**config.mk**
```make
export PLATFORM = sky130hd
export DESIGN_NAME = seq_divider_flat
export DESIGN_NICKNAME = d
export VERILOG_FILES = /design/src/rtl/seq_divider_if.sv /design/src/rtl/seq_divider.sv /design/src/flat_wrapper.sv
export SDC_FILE = /design/constraint.sdc
export NUM_CORES = 1
export LEC_CHECK = 0
export CORE_AREA = 2 2 69 71
export CTS_CLUSTER_DIAMETER = 120
export DETAILED_ROUTE_END_ITERATION = 16
export DIE_AREA = 0 0 71 73
export PLACE_DENSITY = 0.76
export SLEW_MARGIN = 20
export SYNTH_ARGS = -nofsm -noshare
export SYNTH_HDL_FRONTEND = slang
export SYNTH_SLANG_ARGS = --single-unit
export TNS_END_PERCENT = 20
```
**constraint.sdc**
```tcl
create_clock -name clk -period 2.55 [get_ports clk]
set_clock_uncertainty 0.05 [all_clocks]
set_input_delay 0.3825 -clock clk [delete_from_list [all_inputs] [get_ports clk]]
set_output_delay 0.3825 -clock clk [all_outputs]
set_load 0.005 [all_outputs]
```
**src/rtl/seq_divider_if.sv**
```systemverilog
// Request/result bundle for the sequential divider.
// Latency: none (wiring only).
// Backpressure: master holds start until ready is seen high at a clock edge.
interface seq_divider_if #(
    parameter int DW = 8,
    parameter int VW = 4
);
    logic          start;
    logic [DW-1:0] dividend;
    logic [VW-1:0] divisor;
    logic [DW-1:0] quotient;
    logic [VW-1:0] remainder;
    logic          ready;
    logic          div_by_zero;

    modport master (
        output start, dividend, divisor,
        input  quotient, remainder, ready, div_by_zero
    );

    modport slave (
        input  start, dividend, divisor,
        output quotient, remainder, ready, div_by_zero
    );
endinterface

```
**src/rtl/seq_divider.sv**
```systemverilog
// Restoring unsigned divider, one quotient bit per clock, MSB first.
// Latency: DW cycles from accept to ready; divide-by-zero resolves at the accept edge.
// Backpressure: ready=0 while busy; start is ignored (not queued) until ready returns.
module seq_divider #(
    parameter int DW = 8,
    parameter int VW = 4
) (
    input  logic         clk,
    input  logic         rst,
    seq_divider_if.slave bus
);
    localparam int CW = $clog2(DW + 1);

    localparam logic [1:0] S_IDLE = 2'd0;
    localparam logic [1:0] S_BUSY = 2'd1;
    localparam logic [1:0] S_DONE = 2'd2;

    logic [1:0]    state;
    logic [DW-1:0] dvd_q;   // dividend, shifted left so the next bit is always the MSB
    logic [VW-1:0] dvs_q;
    logic [VW-1:0] r_q;     // stored partial remainder, always < divisor
    logic [DW-1:0] q_q;     // quotient bits collected so far
    logic [CW-1:0] cnt;

    logic [VW:0]   r_shift;
    logic [VW-1:0] diff;
    logic          ge;
    logic [VW-1:0] r_next;
    logic [DW-1:0] q_next;
    logic          accept;

    assign bus.ready = (state != S_BUSY);
    assign accept    = bus.ready && bus.start;

    // One restoring step: bring in the next dividend bit, subtract when it fits.
    // When ge holds the difference is below 2^VW, so a VW-bit subtract is exact.
    always_comb begin
        r_shift = {r_q, dvd_q[DW-1]};
        ge      = (r_shift >= {1'b0, dvs_q});
        diff    = r_shift[VW-1:0] - dvs_q;
        r_next  = ge ? diff : r_shift[VW-1:0];
        q_next  = {q_q[DW-2:0], ge};
    end

    // Control, working registers and result registers.
    always_ff @(posedge clk or negedge rst) begin
        if (!rst) begin
            state           <= S_IDLE;
            dvd_q           <= '0;
            dvs_q           <= '0;
            r_q             <= '0;
            q_q             <= '0;
            cnt             <= '0;
            bus.quotient    <= '0;
            bus.remainder   <= '0;
            bus.div_by_zero <= 1'b0;
        end else if (accept) begin
            if (bus.divisor == '0) begin
                // No iteration needed: result is defined immediately.
                state           <= S_DONE;
                bus.quotient    <= '1;
                bus.remainder   <= '0;
                bus.div_by_zero <= 1'b1;
            end else begin
                state           <= S_BUSY;
                dvd_q           <= bus.dividend;
                dvs_q           <= bus.divisor;
                r_q             <= '0;
                q_q             <= '0;
                cnt             <= CW'(DW);
                bus.div_by_zero <= 1'b0;
            end
        end else if (state == S_BUSY) begin
            dvd_q <= {dvd_q[DW-2:0], 1'b0};
            r_q   <= r_next;
            q_q   <= q_next;
            cnt   <= cnt - CW'(1);
            if (cnt == CW'(1)) begin
                state         <= S_DONE;
                bus.quotient  <= q_next;
                bus.remainder <= r_next;
            end
        end
    end
endmodule

```
**src/flat_wrapper.sv**
```systemverilog
// flat-port wrapper written by rule: the top's interface ports become plain ports
module seq_divider_flat 
#(
    parameter int DW = 8,
    parameter int VW = 4
)
  (clk, rst, bus_start, bus_dividend, bus_divisor, bus_quotient, bus_remainder, bus_ready, bus_div_by_zero);
  seq_divider_if #(.DW(DW), .VW(VW)) bus_i ();
  input  logic clk;
  input  logic rst;
  input wire logic [$bits(bus_i.start)-1:0] bus_start;
  input wire logic [$bits(bus_i.dividend)-1:0] bus_dividend;
  input wire logic [$bits(bus_i.divisor)-1:0] bus_divisor;
  output wire logic [$bits(bus_i.quotient)-1:0] bus_quotient;
  output wire logic [$bits(bus_i.remainder)-1:0] bus_remainder;
  output wire logic [$bits(bus_i.ready)-1:0] bus_ready;
  output wire logic [$bits(bus_i.div_by_zero)-1:0] bus_div_by_zero;
  assign bus_i.start = bus_start;
  assign bus_i.dividend = bus_dividend;
  assign bus_i.divisor = bus_divisor;
  assign bus_quotient = bus_i.quotient;
  assign bus_remainder = bus_i.remainder;
  assign bus_ready = bus_i.ready;
  assign bus_div_by_zero = bus_i.div_by_zero;
  seq_divider #(.DW(DW), .VW(VW)) u_core (.clk(clk), .rst(rst), .bus(bus_i));
endmodule
```
=== Word level (Yosys, flattened, before mapping) ===
Index checks and enable logic that the tools add are counted.

* Reductions and logical operators: 8
* $add $sub $neg: 2
* Equality and inequality tests: 5
* Bitwise operators: 1
* $lt $le $gt $ge: 1
* Mux-type cells: 26

{| class="wikitable"
|+ Operator list
! cell !! number
|-
| $mux W8 || 7
|-
| $mux W4 || 11
|-
| $mux W7 || 3
|-
| $mux W2 || 4
|-
| $reduce_and A2 Y1 || 3
|-
| $ge A5 B4 Y1 || 1
|-
| $eq A4 B1 Y1 const B || 1
|-
| $logic_not A4 Y1 || 1
|-
| $ne A2 B2 Y1 const B || 2
|-
| $reduce_bool A2 Y1 || 2
|-
| $sub A4 B1 Y4 const B || 1
|-
| $sub A4 B4 Y4 || 1
|-
| $reduce_and A3 Y1 || 1
|-
| $eq A2 B1 Y1 const B || 1
|-
| $ne A2 B1 Y1 const B || 1
|-
| $logic_and A1 B1 Y1 || 1
|-
| $mux W1 || 1
|-
| $not A1 Y1 || 1
|}

* Input bits: 15
* Output and inout port bits: 14
* Register bits after elaboration: 42

=== Logic depth before layout (Yosys ltp) ===
Gate-level depths: netlist of run 1.

* Word-level depth: 5
* Gate-level depth with buffers: 7
* Depth with buffers taken out: 6

=== Least setup slack after synthesis of run 1 ===
Ideal clock, no wire load.

* Kind: flip-flop to flip-flop
* Start: reg u_core.r_q[1]
* End: reg u_core.r_q[0]
* Setup slack: 776 ps
* Period minus slack after synthesis: 1774 ps
* Stages on the path, launching flop included: 6
* Arrival time: 1603 ps
* Library setup time: 122 ps
* Path through: dfrtp_1 ha_1 or2_2 a21oi_1 o21ai_0 a32o_1

* Word-level cells in the longest chain between the ends: 4

{| class="wikitable"
|+ Ends and longest elaborated chain
! what !! line !! RTL
|-
| start: declaration || seq_divider.sv:21 || <nowiki>logic [VW-1:0] r_q;</nowiki>
|-
| start signal: assignment || seq_divider.sv:75 || <nowiki>r_q <= r_next;</nowiki>
|-
| $ge A5 B4 Y1 || seq_divider.sv:39 || <nowiki>ge = (r_shift >= {1'b0, dvs_q});</nowiki>
|-
| $mux W4 || seq_divider.sv:41 || <nowiki>r_next = ge ? diff : r_shift[VW-1:0];</nowiki>
|-
| $mux W4 || seq_divider.sv:73 || <nowiki>end else if (state == S_BUSY) begin</nowiki>
|-
| $mux W4 || seq_divider.sv:57 || <nowiki>end else if (accept) begin</nowiki>
|}

Every way passes these cells. The select of a mux whose other input is x is not followed.
A chain may end at the register's enable or synchronous reset.

=== Final worst setup path of run 1 ===
* Start: reg u_core.state[1]
* End: out bus_ready

* Word-level cells in the longest chain between the ends: 1

{| class="wikitable"
|+ Ends and longest elaborated chain
! what !! line !! RTL
|-
| start: declaration || seq_divider.sv:18 || <nowiki>logic [1:0] state;</nowiki>
|-
| start signal: assignment || seq_divider.sv:48 || <nowiki>state <= S_IDLE;</nowiki>
|-
| start signal: assignment || seq_divider.sv:60 || <nowiki>state <= S_DONE;</nowiki>
|-
| start signal: assignment || seq_divider.sv:65 || <nowiki>state <= S_BUSY;</nowiki>
|-
| $ne A2 B1 Y1 || seq_divider.sv:32 || <nowiki>assign bus.ready = (state != S_BUSY);</nowiki>
|-
| end: declaration || flat_wrapper.sv:16 || <nowiki>output wire logic [$bits(bus_i.ready)-1:0] bus_ready;</nowiki>
|}

Every way passes these cells.

==> Flow_metrics.wiki, run 1 <==
{| class="wikitable"
! Metric !! Value
|-
| Status || finished clean
|-
| Kind of path behind the tightest hold check || in2async
|-
| TritonCTS clock tree || yes
|-
| Data required time at the worst endpoint || between 2 and 2.5 ns
|-
| Count of final hold-check violations || 0
|-
| Source of the worst register-to-register timing path || u_core.r_q[1]
|-
| Most area-consuming cells after synthesis || dfrtp_1 55%, o21ai_0 4.9%, nand2_1 4.5%
|-
| Clock group share of total power || 0.204
|-
| Area overhead of the layout relative to synthesis || 24.3%
|-
| Largest fanout on the critical path || 14
|-
| Crit path launch || u_core.state[1]
|-
| Number of distinct library cells after synthesis || 37
|-
| Data arrival at the endpoint of the critical path || ~1.6 ns
|-
| Ant. Diodes || 0
|-
| DIE AREA || a little over 5000 um^2
|-
| Largest net degree at the start of global routing || 43
|-
| Total design power || around 3 mW
|-
| Largest area contributor in the netlist || dfrtp_1
|-
| DP HPWL || between 2000 and 3000 um
|-
| Starting Density || 0.424
|-
| Cell at the root of the clock tree || clkbuf_8
|-
| Total setup buffers inserted after CTS || 0
|-
| Global-route wire length before repair || roughly 6600 um
|-
| End of the critical path || bus_ready
|-
| Final hold slack || 0.152 ns
|-
| Share of synthesized cell area in full adder, half adder and majority cells || 0.0494
|-
| Setup repair after global routing missed its margin || no
|-
| Max Transition Viols Final || 0
|-
| Slack of the worst reg-to-reg path || ~0.55 ns
|-
| Grt ovf || 0
|-
| Proportion of synthesized area in mux cells || 0.0364
|-
| Synthesized Nets || between 150 and 200
|-
| Proportion of layout cells with a drive suffix above 1 || 0.106
|-
| Power share of the sequential group || 0.360
|-
| Highest clock frequency the design can meet || between 400 and 500 MHz
|-
| Synthesized area || around 1900 um^2
|-
| Total Negative Setup Slacks || 0 ns
|-
| Least-Margin Pin Slew || 0.885 ns
|-
| Number of nets in the layout || 229
|-
| Switching share of power || 0.353
|-
| Antenna violations before repair || 0
|-
| Worst vdd ir || between 0.5 and 0.6 mV
|-
| PortBufs || 28
|-
| Leakage power || between 1 and 1.5 nW
|-
| CTS-repair resized insts || 0
|-
| Final wirelength || between 3000 and 4000 um
|-
| Final Cycle Share || 0.809
|-
| Global-route usage over all layers || 0.163
|-
| Detail-routed via count per cell || 5.40
|-
| Floorplan row count || 25
|-
| Clock-pin slew reported for the worst setup and hold paths after clock tree synthesis || 0.08 ns
|-
| Switch Pwr || around 1.1 mW
|-
| R2r worst-path depth || 5
|-
| Fraction of post-synthesis cell area in the top cell type by area || 0.546
|-
| H-tree lvl count || 2
|-
| Max_slew headroom || 0.410
|-
| Kind of start point of the critical path || flop
|-
| Die X-Extent || slightly above 70 um
|-
| Total power divided by cell area || ~1300 nW/um^2
|-
| Average instance area after synthesis || between 10 and 15 um^2
|-
| Number of buffers inserted during clock tree synthesis || 5
|-
| Final-report setup violation count || 0
|-
| DRC errors left || 0
|-
| Count of hold buffers inserted by post-cts repair || 0
|-
| Total of fill cells in the finished design || between 300 and 400
|-
| Number of synthesis warnings || 0
|-
| Min Tclk post-route || roughly 2.1 ns
|-
| Post-synthesis sequential area ratio || 0.546
|-
| Violation count after the first detailed-route iteration || 49
|-
| Share of power burned in combinational logic || 0.437
|-
| Final weighted congestion of routability-driven global placement || approximately 0.91
|-
| Total iterations of the first detailed-routing run || 4
|-
| Endpoint of the worst-slack reg-to-reg timing path || u_core.r_q[0]
|-
| DR WL/cell || around 15 um
|-
| Post-synthesis share of cell area spent on xor and xnor gates || 0.0137
|-
| I/O pin total || 29
|-
| Kind of end point of the critical path || output pin
|-
| Vertical die dimension || around 73 um
|-
| WS Path Type || reg2out
|-
| Longest Clk Path Bufs || 2
|-
| Yosys reg bits || 42
|-
| Fraction of the mapped netlist area in compound gates || 0.188
|-
| Total of max-cap violations || 0
|-
| Sinks on Clock Net || 42
|-
| Number of global-route vias before repair || between 1000 and 1500
|-
| Number of antenna-violating nets in the routed design || 0
|-
| Combinational family with the most area after synthesis || compound AO/OA/AOI/OAI gates
|-
| Vias || roughly 1400
|-
| Worst slack, placed || 0.367 ns
|-
| Internal power || roughly 2.0 mW
|-
| Area of the core region || roughly 4500 um^2
|-
| Simple-gate area share of the yosys netlist || 0.127
|-
| Latest clock arrival within the worst-skew pair || around 0.30 ns
|-
| Worst path setup slack after routing || 0.488 ns
|-
| Number of instances in the synthesized netlist || 174
|}
-- cell usage after synthesis --
master,n
nand2_1,23
buf_6,2
o22a_1,8
or2_2,2
and2_1,1
o31a_1,1
nor4_1,3
clkbuf_1,2
inv_2,1
o21a_1,1
a22o_1,8
fa_1,1
xor2_1,1
o31ai_1,2
buf_2,1
nor2_1,4
and3_1,4
a31o_2,2
or4_4,1
nor3_1,2
nand3b_1,1
o21ai_0,19
a22o_2,1
inv_1,8
ha_1,6
and2b_4,1
nand3_1,7
buf_4,1
a21o_1,1
dfrtp_1,42
a21oi_1,3
a32o_1,2
mux2i_1,7
a311oi_1,1
xnor2_1,2
a21oi_4,1
nor2b_1,1
-- worst min-delay path by stage --
stage | startpoint | endpoint | depth (start not counted)
6_report | rst | u_core.q_q[3] | 1
5_1_grt | rst | u_core.q_q[3] | 1
4_1_cts | rst | u_core.q_q[3] | 1
3_5_place_dp | u_core.dvd_q[6] | u_core.dvd_q[6] | 2
3_3_place_gp | u_core.dvd_q[6] | u_core.dvd_q[6] | 2
2_1_floorplan | rst | u_core.bus.div_by_zero | 0
-- worst max-delay path, cell delays in order, from the launching register on --
cell	delay (ns)
dfrtp_1	0.38
and2b_4	0.36
inv_2	0.13
clkdlybuf4s50_1	0.47
-- final cells by class --
cell class              instances  area (um^2)  share of cell area
repair buffers                 32          305               0.128
inverters                       9         33.8              0.0141
clock inverters                 3         68.8              0.0288
well taps                      54         67.6              0.0282
flip-flops and latches         42         1050               0.439
clock buffers                   5         68.8              0.0288
multi-input cells             117          797               0.333
-- metal layers --
metal,wire length (um),part of all wire,track usage,vias up
li1,-,-,-,695
met2,2030,0.51,0.288,22
met3,122,0.031,0.0414,6
met1,1730,0.44,0.194,692
met4,57,0.014,0.0545,0
met5,0,0,0,-
-- sequential cells by signal, summed over array words and instances (netlist names) --
name / cells
u_core.dvs_q: 4
u_core.bus.div_by_zero: 1
u_core.q_q: 7
u_core.bus.remainder: 4
u_core.cnt: 4
u_core.r_q: 4
u_core.bus.quotient: 8
u_core.state: 2
u_core.dvd_q: 8
-- layout by cell type, fill, tap and decap left out, drive strengths merged, types with 3 or more instances in the layout --
cell	instances
nor2	4
ha	6
a21oi	4
clkbuf	5
nor4	3
nand3	7
dfrtp	42
mux2i	7
a22o	9
buf	5
o22a	8
nand2	23
clkdlybuf4s50	27
inv	9
and3	4
o21ai	19
-- cell families (layout without fill, tap and decap cells) --
kind of cell	after synthesis	count (layout)
compound gates	50	50
simple gates	50	50
flops	42	42
buf+inv	15	49
fa+ha+maj	7	7
mux	7	7
xor+xnor	3	3
-- power groups by stage --
stage | Sequential, mW | Combinational [mW] | Clock, mW
after global routing | 1.12 | 1.50 | 0.658
final | 1.09 | 1.33 | 0.618
after CTS | 1.09 | 1.34 | 0.632
after floorplan | 1.07 | 0.887 | 0
after global placement | 1.10 | 1.29 | 0
after detailed placement | 1.10 | 1.33 | 0
-- stage by stage --
stage               instance area [um^2]   util  instances
detailed placement                  2250  0.497        254
global route                        2390  0.527        262
finish                              2390  0.527        262
global placement                    2250  0.497        254
floorplan                           1920      -        174
CTS                                 2390  0.527        262
Power figures use the tool's default switching activity.
==> run 2: changes to the inputs <==
clock period = 2.11 ns   (was 2.55 ns; I/O delays follow)
==> Flow_metrics.wiki, run 2 (same netlist as run 1, synthesis figures left out) <==
{| class="wikitable"
! Metric !! Value
|-
| Number of antenna-violating nets in the routed design || 0
|-
| Sinks on Clock Net || 42
|-
| H-tree lvl count || 2
|-
| Die X-Extent || around 70 um
|-
| Violation count after the first detailed-route iteration || 42
|-
| Kind of path behind the tightest hold check || in2async
|-
| Global-route usage over all layers || 0.167
|-
| Slowest-stage cell, CP || clkdlybuf4s50_1
|-
| Setup repair after global routing missed its margin || no
|-
| Number of nets in the layout || 231
|-
| Total setup buffers inserted after CTS || 0
|-
| Final Cycle Share || 0.947
|-
| Total power divided by cell area || ~1500 nW/um^2
|-
| Total non-filler cell area in the finished layout || around 2400 um^2
|-
| Number of buffers inserted during clock tree synthesis || 5
|-
| Ant. Diodes || 0
|-
| Kind of end point of the critical path || output pin
|-
| Count of hold buffers inserted by post-cts repair || 0
|-
| Detail-routed via count per cell || about 5.3
|-
| Largest fanout on the critical path || 14
|-
| DP HPWL || roughly 2800 um
|-
| Final hold slack || roughly 0.019 ns
|-
| Most frequent standard cell in the layout excluding fill and tap cells || dfrtp_1
|-
| WS Path Type || reg2out
|-
| Antenna violations before repair || 0
|-
| CP cell instances || and2b_4, inv_2, clkdlybuf4s50_1
|-
| Area of the core region || around 4500 um^2
|-
| Floorplan row count || 25
|-
| Final weighted congestion of routability-driven global placement || slightly below 0.9
|-
| Starting Density || 0.424
|-
| Final-report setup violation count || 0
|-
| Min Tclk post-route || 2.00 ns
|-
| Vertical die dimension || ~73 um
|-
| Final wirelength || between 3000 and 4000 um
|-
| Number of global-route vias before repair || 1380
|-
| Proportion of layout cells with a drive suffix above 1 || 0.114
|-
| Delay contributed by the slowest stage of the critical path || around 0.47 ns
|-
| Total Negative Setup Slacks || 0 ns
|-
| TritonCTS clock tree || yes
|-
| Worst vdd ir || approximately 0.66 mV
|-
| Total of max-cap violations || 0
|-
| Status || finished clean
|-
| Area overhead of the layout relative to synthesis || 22.9%
|-
| Cell at the root of the clock tree || clkbuf_8
|-
| Count of final hold-check violations || 0
|-
| Max Transition Viols Final || 0
|-
| Vias || about 1400
|-
| Latest clock arrival within the worst-skew pair || approximately 0.3 ns
|-
| Clock-pin slew reported for the worst setup and hold paths after clock tree synthesis || approximately 0.090 ns
|-
| DR WL/cell || 14.5 um
|-
| Post-DP Area || between 2000 and 2500 um^2
|-
| Kind of start point of the critical path || flop
|-
| Longest Clk Path Bufs || 2
|-
| I/O pin total || 29
|-
| Highest clock frequency the design can meet || 500 MHz
|-
| Delay-heaviest family, CP || buffers and inverters
|-
| Data arrival at the endpoint of the critical path || between 1.5 and 2 ns
|-
| Leakage power || between 1 and 1.5 nW
|-
| DRC errors left || 0
|-
| Least-Margin Pin Slew || between 0.5 and 0.6 ns
|-
| Registers with the most flip-flops || u_core.bus.quotient x8, u_core.dvd_q x8, u_core.q_q x7
|-
| Worst path buffer plus inverter count || 2
|-
| Largest net degree at the start of global routing || 43
|-
| DIE AREA || just over 5000 um^2
|-
| PortBufs || 28
|-
| CTS-repair resized insts || 0
|-
| Total iterations of the first detailed-routing run || 4
|-
| Leading cell types in the layout, fill and taps excluded || 42 x dfrtp_1, 27 x clkdlybuf4s50_1, 23 x nand2_1
|-
| Grt ovf || 0
|-
| Global-route wire length before repair || between 6000 and 7000 um
|-
| Data required time at the worst endpoint || roughly 1.7 ns
|-
| Max_slew headroom || 0.659
|}
==> run 2: changes by cell type in the layout (fill, tap and decap cells not counted) <==
cell,delta
buf_4,+2
bufinv_16,-2
clkbuf_8,+1
clkinv_2,+1
clkinv_4,-1
clkinvlp_4,+1
==> run 2: worst reg2reg max path, delay by kind of cell (launching register included) <==
family | cells | cell delay [ns]
and+or+nand+nor | 1 | 0.31
AOI/OAI and AO/OA | 3 | 0.71
DFF | 1 | 0.42
adders and majority gates | 1 | 0.38
==> run 2: final cells by class <==
class | instances | area (um^2)
clock buffers | 6 | 82.6
clock inverters | 2 | 12.5
fillers | 386 | 2170
inverters | 9 | 33.8
multi-input cells | 117 | 797
flip-flops and latches | 42 | 1050
well taps | 54 | 67.6
repair buffers | 34 | 320
==> run 2: power by group <==
group	switching [mW]	internal (mW)	total, mW
clock network	0.278	0.263	0.541
logic	0.812	0.781	1.59
registers	0.188	1.12	1.31
==> run 2: metrics by stage <==
| stage | instances | setup slack, ns | utilization | total power, mW |
|---|---|---|---|---|
| after global placement | 256 | 0.109 | 0.500 | 2.86 |
| after floorplan | 174 | 0.336 | - | 2.36 |
| after global routing | 264 | 0.0324 | 0.521 | 3.74 |
| after CTS | 264 | 0.0914 | 0.521 | 3.47 |
| after detailed placement | 256 | 0.0723 | 0.500 | 2.92 |
| final | 264 | 0.111 | 0.521 | 3.44 |
==> run 2: layer usage <==
layer / vias to the layer above / track usage / part of all wire
li1: 694 / - / -
met1: 675 / 0.231 / 0.48
met2: 26 / 0.252 / 0.46
met3: 6 / 0.0414 / 0.031
met4: 0 / 0.0692 / 0.020
met5: - / 0 / 0
==> run 2: path summary, 6_finish.rpt <==
kind	start	endpoint	slack (ns)	cells after the start
worst max-delay path	u_core.state[1]	bus_ready	0.11	3
worst min-delay path	rst	u_core.q_q[3]	0.02	2
worst max register to register	u_core.r_q[1]	u_core.r_q[1]	0.15	5
worst min register to register	u_core.dvd_q[4]	u_core.dvd_q[4]	0.44	2
max in group asynchronous	rst	u_core.dvs_q[2]	1.63	2
min in group clk	u_core.dvd_q[4]	u_core.dvd_q[4]	0.44	2
==> run 3: changes to the inputs <==
CAP_MARGIN = 10   (was default)
GPL_TIMING_DRIVEN = 1   (was default)
SETUP_SLACK_MARGIN = 0.5   (was default)
==> Flow_metrics.wiki, run 3 (same netlist as run 1, synthesis figures left out) <==
{| class="wikitable"
! Metric !! Value
|-
| Source of the worst register-to-register timing path || u_core.r_q[1]
|-
| Latest clock arrival within the worst-skew pair || about 0.30 ns
|-
| Least-Margin Pin Slew || 0.522 ns
|-
| Setup repair after global routing missed its margin || yes
|-
| Vias || 1566
|-
| Kind of start point of the critical path || flop
|-
| Total of max-cap violations || 0
|-
| Global-route wire length before repair || between 7000 and 8000 um
|-
| Data required time at the worst endpoint || roughly 2.2 ns
|-
| Kind of end point of the critical path || flop
|-
| Floorplan row count || 25
|-
| Leakage power || around 1.2 nW
|-
| Final cell utilization of the core || 0.573
|-
| Final Cycle Share || 0.826
|-
| Max Transition Viols Final || 0
|-
| Leading cell types in the layout, fill and taps excluded || 42 x dfrtp_1, 23 x nand2_1, 23 x clkdlybuf4s50_1
|-
| Cell at the root of the clock tree || clkbuf_8
|-
| Number of global-route vias before repair || about 1500
|-
| Total iterations of the first detailed-routing run || 4
|-
| I/O pin total || 29
|-
| Max_slew headroom || 0.652
|-
| Vertical die dimension || between 70 and 80 um
|-
| Highest clock frequency the design can meet || 574 MHz
|-
| R2r worst-path depth || 5
|-
| H-tree lvl count || 2
|-
| Largest fanout on the critical path || 4
|-
| Area of the core region || between 4000 and 5000 um^2
|-
| Die X-Extent || ~71 um
|-
| DRC errors left || 0
|-
| Most frequent standard cell in the layout excluding fill and tap cells || dfrtp_1
|-
| Antenna violations before repair || 0
|-
| Total power divided by cell area || 1570 nW/um^2
|-
| Count of hold buffers inserted by post-cts repair || 0
|-
| Total of fill cells in the finished design || between 300 and 400
|-
| Status || finished clean
|-
| PortBufs || 28
|-
| Final wirelength || 4530 um
|-
| Area of combinational cells with multiple inputs || 901 um^2
|-
| Global-route usage over all layers || 0.187
|-
| Count of final hold-check violations || 0
|-
| Registers with the most flip-flops || u_core.bus.quotient x8, u_core.dvd_q x8, u_core.q_q x7
|-
| Number of buffers inserted during clock tree synthesis || 5
|-
| Ant. Diodes || 0
|-
| Global route hottest layer || met2
|-
| Slack of the worst reg-to-reg path || about 0.37 ns
|-
| DR WL/cell || approximately 16 um
|-
| GR Layer Usage met1 || 0.250
|-
| Sinks on Clock Net || 42
|-
| Worst vdd ir || a little under 0.7 mV
|-
| Number of antenna-violating nets in the routed design || 0
|-
| Final weighted congestion of routability-driven global placement || 0.846
|-
| Largest net degree at the start of global routing || 43
|-
| Detail-routed via count per cell || approximately 5.7
|-
| Starting Density || 0.424
|-
| Data arrival at the endpoint of the critical path || 1.88 ns
|-
| Clock-pin slew reported for the worst setup and hold paths after clock tree synthesis || ~0.080 ns
|-
| Longest Clk Path Bufs || 2
|-
| Kind of path behind the tightest hold check || in2async
|-
| TritonCTS clock tree || yes
|-
| Area overhead of the layout relative to synthesis || 35.0%
|-
| Number of nets in the layout || 244
|-
| Global-route track usage on met3 || 0.0401
|-
| Min Tclk post-route || 1.74 ns
|-
| Proportion of layout cells with a drive suffix above 1 || 0.242
|-
| DIE AREA || roughly 5200 um^2
|-
| Grt ovf || 0
|-
| Register Area || about 1100 um^2
|-
| M2 GR Usage || 0.298
|-
| WS Path Type || reg2reg
|-
| DP HPWL || approximately 2800 um
|-
| Endpoint of the worst-slack reg-to-reg timing path || u_core.r_q[0]
|-
| Violation count after the first detailed-route iteration || 99
|-
| Final-report setup violation count || 0
|-
| Total Negative Setup Slacks || 0 ns
|}
-- run 3: cell types whose count changed in the layout (fill, tap and decap cells not counted), moves of 3 or more --
| cell | before | now |
|---|---|---|
| ha_1 | 6 | 3 |
| buf_6 | 0 | 5 |
| dlygate4sd2_1 | 0 | 4 |
| o21ai_0 | 19 | 14 |
| o21ai_2 | 0 | 3 |
| buf_4 | 6 | 14 |
| clkdlybuf4s50_1 | 27 | 23 |
-- run 3: worst max path at each step --
stage | start | to | slack, ns | cells past startpoint
after floorplan | u_core.r_q[1] | u_core.r_q[1] | 0.48 | 5
after global placement | bus_divisor[1] | u_core.r_q[2] | 0.12 | 6
after detailed placement | bus_divisor[1] | u_core.dvd_q[1] | 0.12 | 5
after CTS | u_core.r_q[0] | u_core.r_q[1] | 0.46 | 5
after global routing | u_core.r_q[1] | u_core.r_q[0] | 0.34 | 5
final | u_core.r_q[1] | u_core.r_q[0] | 0.37 | 5
-- run 3: worst max-delay path, stage by stage, from the launching register on --
cell	delay, ns
dfrtp_1	0.43
ha_4	0.20
nor4_4	0.35
o21a_2	0.27
o21ai_2	0.08
a32o_1	0.25
-- run 3: power by group --
| group | internal, mW | total [mW] | switching (mW) |
|---|---|---|---|
| logic | 1.09 | 2.15 | 1.05 |
| clock network | 0.348 | 0.630 | 0.282 |
| registers | 1.12 | 1.31 | 0.194 |
-- run 3: metrics by stage --
step / cells / worst slack [ns] / power (mW) / hold WS [ns] / cell area, um^2
global route: 277 / 0.339 / 4.37 / 0.0707 / 2600
floorplan: 174 / 0.481 / 2.40 / -0.0291 / 1940
finish: 277 / 0.368 / 4.09 / 0.0277 / 2600
global placement: 256 / 0.117 / 2.91 / 0.357 / 2290
CTS: 275 / 0.458 / 3.92 / 0.0475 / 2550
detailed placement: 256 / 0.118 / 2.95 / 0.369 / 2290
-- run 3: what timing repair did --
| item | in CTS | in global routing |
|---|---|---|
| setup buffers | 9 | 2 |
| gates cloned | 2 | 0 |
| gates resized for setup | 29 | 9 |
| pin swaps | 9 | 5 |
| setup endpoints to repair | 38 | 31 |
-- run 3: final cells by class --
type	instances	area share
flip-flops and latches	42	0.404
multi-input cells	117	0.347
repair buffers	47	0.166
clock buffers	5	0.0265
well taps	54	0.0260
clock inverters	3	0.0154
inverters	9	0.0149
-- run 3: metal layers --
metal,vias up,share of wire
li1,725,-
met1,787,0.44
met2,41,0.50
met3,13,0.031
met4,0,0.034
met5,-,0
==> patch: new RTL, config.mk and constraints of run 2 <==
`VW` is set to 4 in 3 places; all go to 8.
--- a/src/rtl/seq_divider_if.sv
+++ b/src/rtl/seq_divider_if.sv
@@ -3,7 +3,7 @@
 // Backpressure: master holds start until ready is seen high at a clock edge.
 interface seq_divider_if #(
     parameter int DW = 8,
-    parameter int VW = 4
+    parameter int VW = 8
 );
     logic          start;
     logic [DW-1:0] dividend;
--- a/src/rtl/seq_divider.sv
+++ b/src/rtl/seq_divider.sv
@@ -3,7 +3,7 @@
 // Backpressure: ready=0 while busy; start is ignored (not queued) until ready returns.
 module seq_divider #(
     parameter int DW = 8,
-    parameter int VW = 4
+    parameter int VW = 8
 ) (
     input  logic         clk,
     input  logic         rst,
--- a/src/flat_wrapper.sv
+++ b/src/flat_wrapper.sv
@@ -2,7 +2,7 @@
 module seq_divider_flat 
 #(
     parameter int DW = 8,
-    parameter int VW = 4
+    parameter int VW = 8
 )
   (clk, rst, bus_start, bus_dividend, bus_divisor, bus_quotient, bus_remainder, bus_ready, bus_div_by_zero);
   seq_divider_if #(.DW(DW), .VW(VW)) bus_i ();
Ports: changed (resized bus_divisor and bus_remainder); port bits go from 29 to 37. No check against the original RTL was run, so the function may have changed too.
==> patch against run 2 <==
- area after synthesis is 36% higher
- largest cell class unchanged
- count of clock-buffer cells in the layout unchanged
- routed wire length grew 51%
- critical endpoint is now u_core.r_q[6]
- final cell count increased by 44%
- clock power rose by 26%
- maximum frequency down 5.1%
- utilization up 24 points
- design area up 46%
- via count rose by 52%
- highest routed layer unchanged
- worst setup slack worse by 0.11 ns
- sequential cell count rose by 12
- power rose by 79%
==> patch: results (changes against run 2) <==
\begin{tabular}{lr}
\hline
Metric & Value \\
\hline
\multicolumn{2}{l}{\textbf{Run status}} \\
\quad Result of the run & completed \\
\multicolumn{2}{l}{\textbf{Placement}} \\
\quad Input/output buffers & 36 (+29\%) \\
\quad Dpl ws & -0.106 ns (-0.178 ns) \\
\quad Weighted congestion at the end of routability-driven global placement & 0.831 (-5.2\%) \\
\quad DP Cell Count & 368 (+44\%) \\
\multicolumn{2}{l}{\textbf{Logic synthesis}} \\
\quad Sequential cell area fraction in the yosys report & 0.517 (-0.0289) \\
\quad Cell types with the largest area share after synthesis & dfrtp\_1 52\%, o21ai\_0 6.3\%, nand2\_1 5.5\%, ha\_1 4.8\%, mux2i\_1 4.2\% \\
\quad Number of distinct library cell variants in the gate-level netlist after synthesis & 38 (+2.7\%) \\
\quad Mean instance size in the synthesized netlist & 10.1 um2 (-8.8\%) \\
\quad Leading cell types by count after synthesis & 54 x dfrtp\_1, 38 x nand2\_1, 33 x o21ai\_0, 18 x nor2\_1, 15 x inv\_1 \\
\multicolumn{2}{l}{\textbf{Critical path}} \\
\quad Element type at the critical path end & flip-flop \\
\quad Critical R2R Launch & u\_core.dvd\_q[7] \\
\quad Data arrival time of the worst path & 2.27 ns (+0.64 ns) \\
\quad Maximum fanout along the worst path & 4 (-10) \\
\quad Timing startpoint of the critical path & u\_core.dvd\_q[7] \\
\quad Register-to-register setup slack & 0.003 ns (-0.15 ns) \\
\quad Reg2Reg Capture Point & u\_core.r\_q[6] \\
\quad Register-to-Register Path Depth & 8 (+3) \\
\multicolumn{2}{l}{\textbf{Hold path}} \\
\quad Kind of path behind the tightest hold check & flip-flop to flip-flop \\
\multicolumn{2}{l}{\textbf{Global routing}} \\
\quad First-pass GRT wire length & 9.72 mm (+45\%) \\
\quad Global routing usage on met3 & 0.0442 (+0.00276) \\
\quad Met2 usage in global routing & 0.420 (+0.167) \\
\quad Pin count of the biggest net entering global routing & 33 (-23\%) \\
\quad Overall track demand over capacity in global routing & 0.242 (+0.0749) \\
\multicolumn{2}{l}{\textbf{Cells and area}} \\
\quad Share of final-layout standard cells stronger than drive strength 1 & 0.185 (+0.0703) \\
\quad Layout net count & 354 (+53\%) \\
\multicolumn{2}{l}{\textbf{Drt}} \\
\quad Routed vias & 2134 (+52\%) \\
\quad Routed WL & 5.81 mm (+51\%) \\
\quad Routed vias/inst & 5.63 (+6.1\%) \\
\multicolumn{2}{l}{\textbf{Pwr}} \\
\quad Switch share & 0.390 (+0.0185) \\
\quad Total leakage power & 1.52 nW (+43\%) \\
\multicolumn{2}{l}{\textbf{Timing}} \\
\quad Max-slew headroom & 0.631 (-0.0277) \\
\hline
\end{tabular}
==> patch: cell count changes after synthesis, sizes merged, moves of 5 or more <==
cell / run 2 / this run
dfrtp: 42 / 54
inv: 9 / 16
nand2: 23 / 38
nand3: 7 / 2
nor2: 4 / 18
nor2b: 1 / 6
nor3: 2 / 8
o21ai: 19 / 34
o22a: 8 / 3
==> patch: cell type report <==
class                   instances  area [um2]  share of cell area
clock buffers                   6        72.6              0.0211
clock inverters                 2        37.5              0.0109
inverters                      16        60.1              0.0174
multi-input cells             178        1210               0.352
flip-flops and latches         54        1350               0.392
well taps                      54        67.6              0.0196
repair buffers                 69         643               0.187
==> patch: timing repair <==
item                                   in CTS  in global routing
endpoints found under the hold margin      22                  0
pin swaps                                   1                  2
setup endpoints to repair                   4                 14
setup buffers                               1                  1
resized for setup                           6                 12
hold buffers                                1                  0
==> patch: power groups by stage <==
| stage | registers (W) | clock network (W) | logic [W] |
|---|---|---|---|
| 2_1_floorplan | 0.00180 | 0 | 0.00202 |
| 3_3_place_gp | 0.00182 | 0 | 0.00326 |
| 3_5_place_dp | 0.00184 | 0 | 0.00336 |
| 4_1_cts | 0.00183 | 0.000694 | 0.00350 |
| 5_1_grt | 0.00190 | 0.000738 | 0.00400 |
| 6_report | 0.00183 | 0.000681 | 0.00364 |
==> patch: worst max-delay path, stage by stage (launching register included) <==
cell	delay (ns)
dfrtp_1	0.41
inv_2	0.08
ha_4	0.14
fa_2	0.20
nor2b_2	0.05
o31a_1	0.26
or4b_1	0.47
o311a_1	0.17
o31ai_2	0.19
==> patch: how the worst min path moves through the flow <==
| stage | to | slack (ns) | cells after the start |
|---|---|---|---|
| finish | u_core.bus.remainder[7] | 0.43 | 2 |
| CTS | u_core.bus.remainder[7] | 0.43 | 2 |
| floorplan | u_core.bus.div_by_zero | -0.03 | 0 |
| global placement | u_core.bus.quotient[6] | 0.28 | 1 |
| detailed placement | u_core.bus.quotient[2] | 0.28 | 1 |
| global route | u_core.bus.quotient[4] | 0.47 | 1 |
==> patch: logic make-up after synthesis <==
kind of cell | Yosys count | share of synthesized area
compound gates | 71 | 0.178
xor+xnor | 5 | 0.0168
fa+ha+maj | 11 | 0.0556
buf+inv | 27 | 0.0460
flops | 54 | 0.517
mux | 13 | 0.0508
simple gates | 78 | 0.136
==> patch: stage by stage <==
step / hold WS [ns] / utilization / setup TNS (ns) / cell area, um2
floorplan: -0.0291 / - / 0 / 2610
global placement: 0.276 / 0.715 / 0 / 3240
detailed placement: 0.281 / 0.715 / -0.273 / 3240
CTS: 0.435 / 0.750 / -0.0255 / 3400
global route: 0.467 / 0.760 / -0.153 / 3450
finish: 0.426 / 0.760 / 0 / 3450
==> patch: routing by layer <==
metal,vias up,routed length [um]
li1,1039,-
met3,8,217
met4,0,90
met2,37,3010
met1,1050,2490
met5,-,0
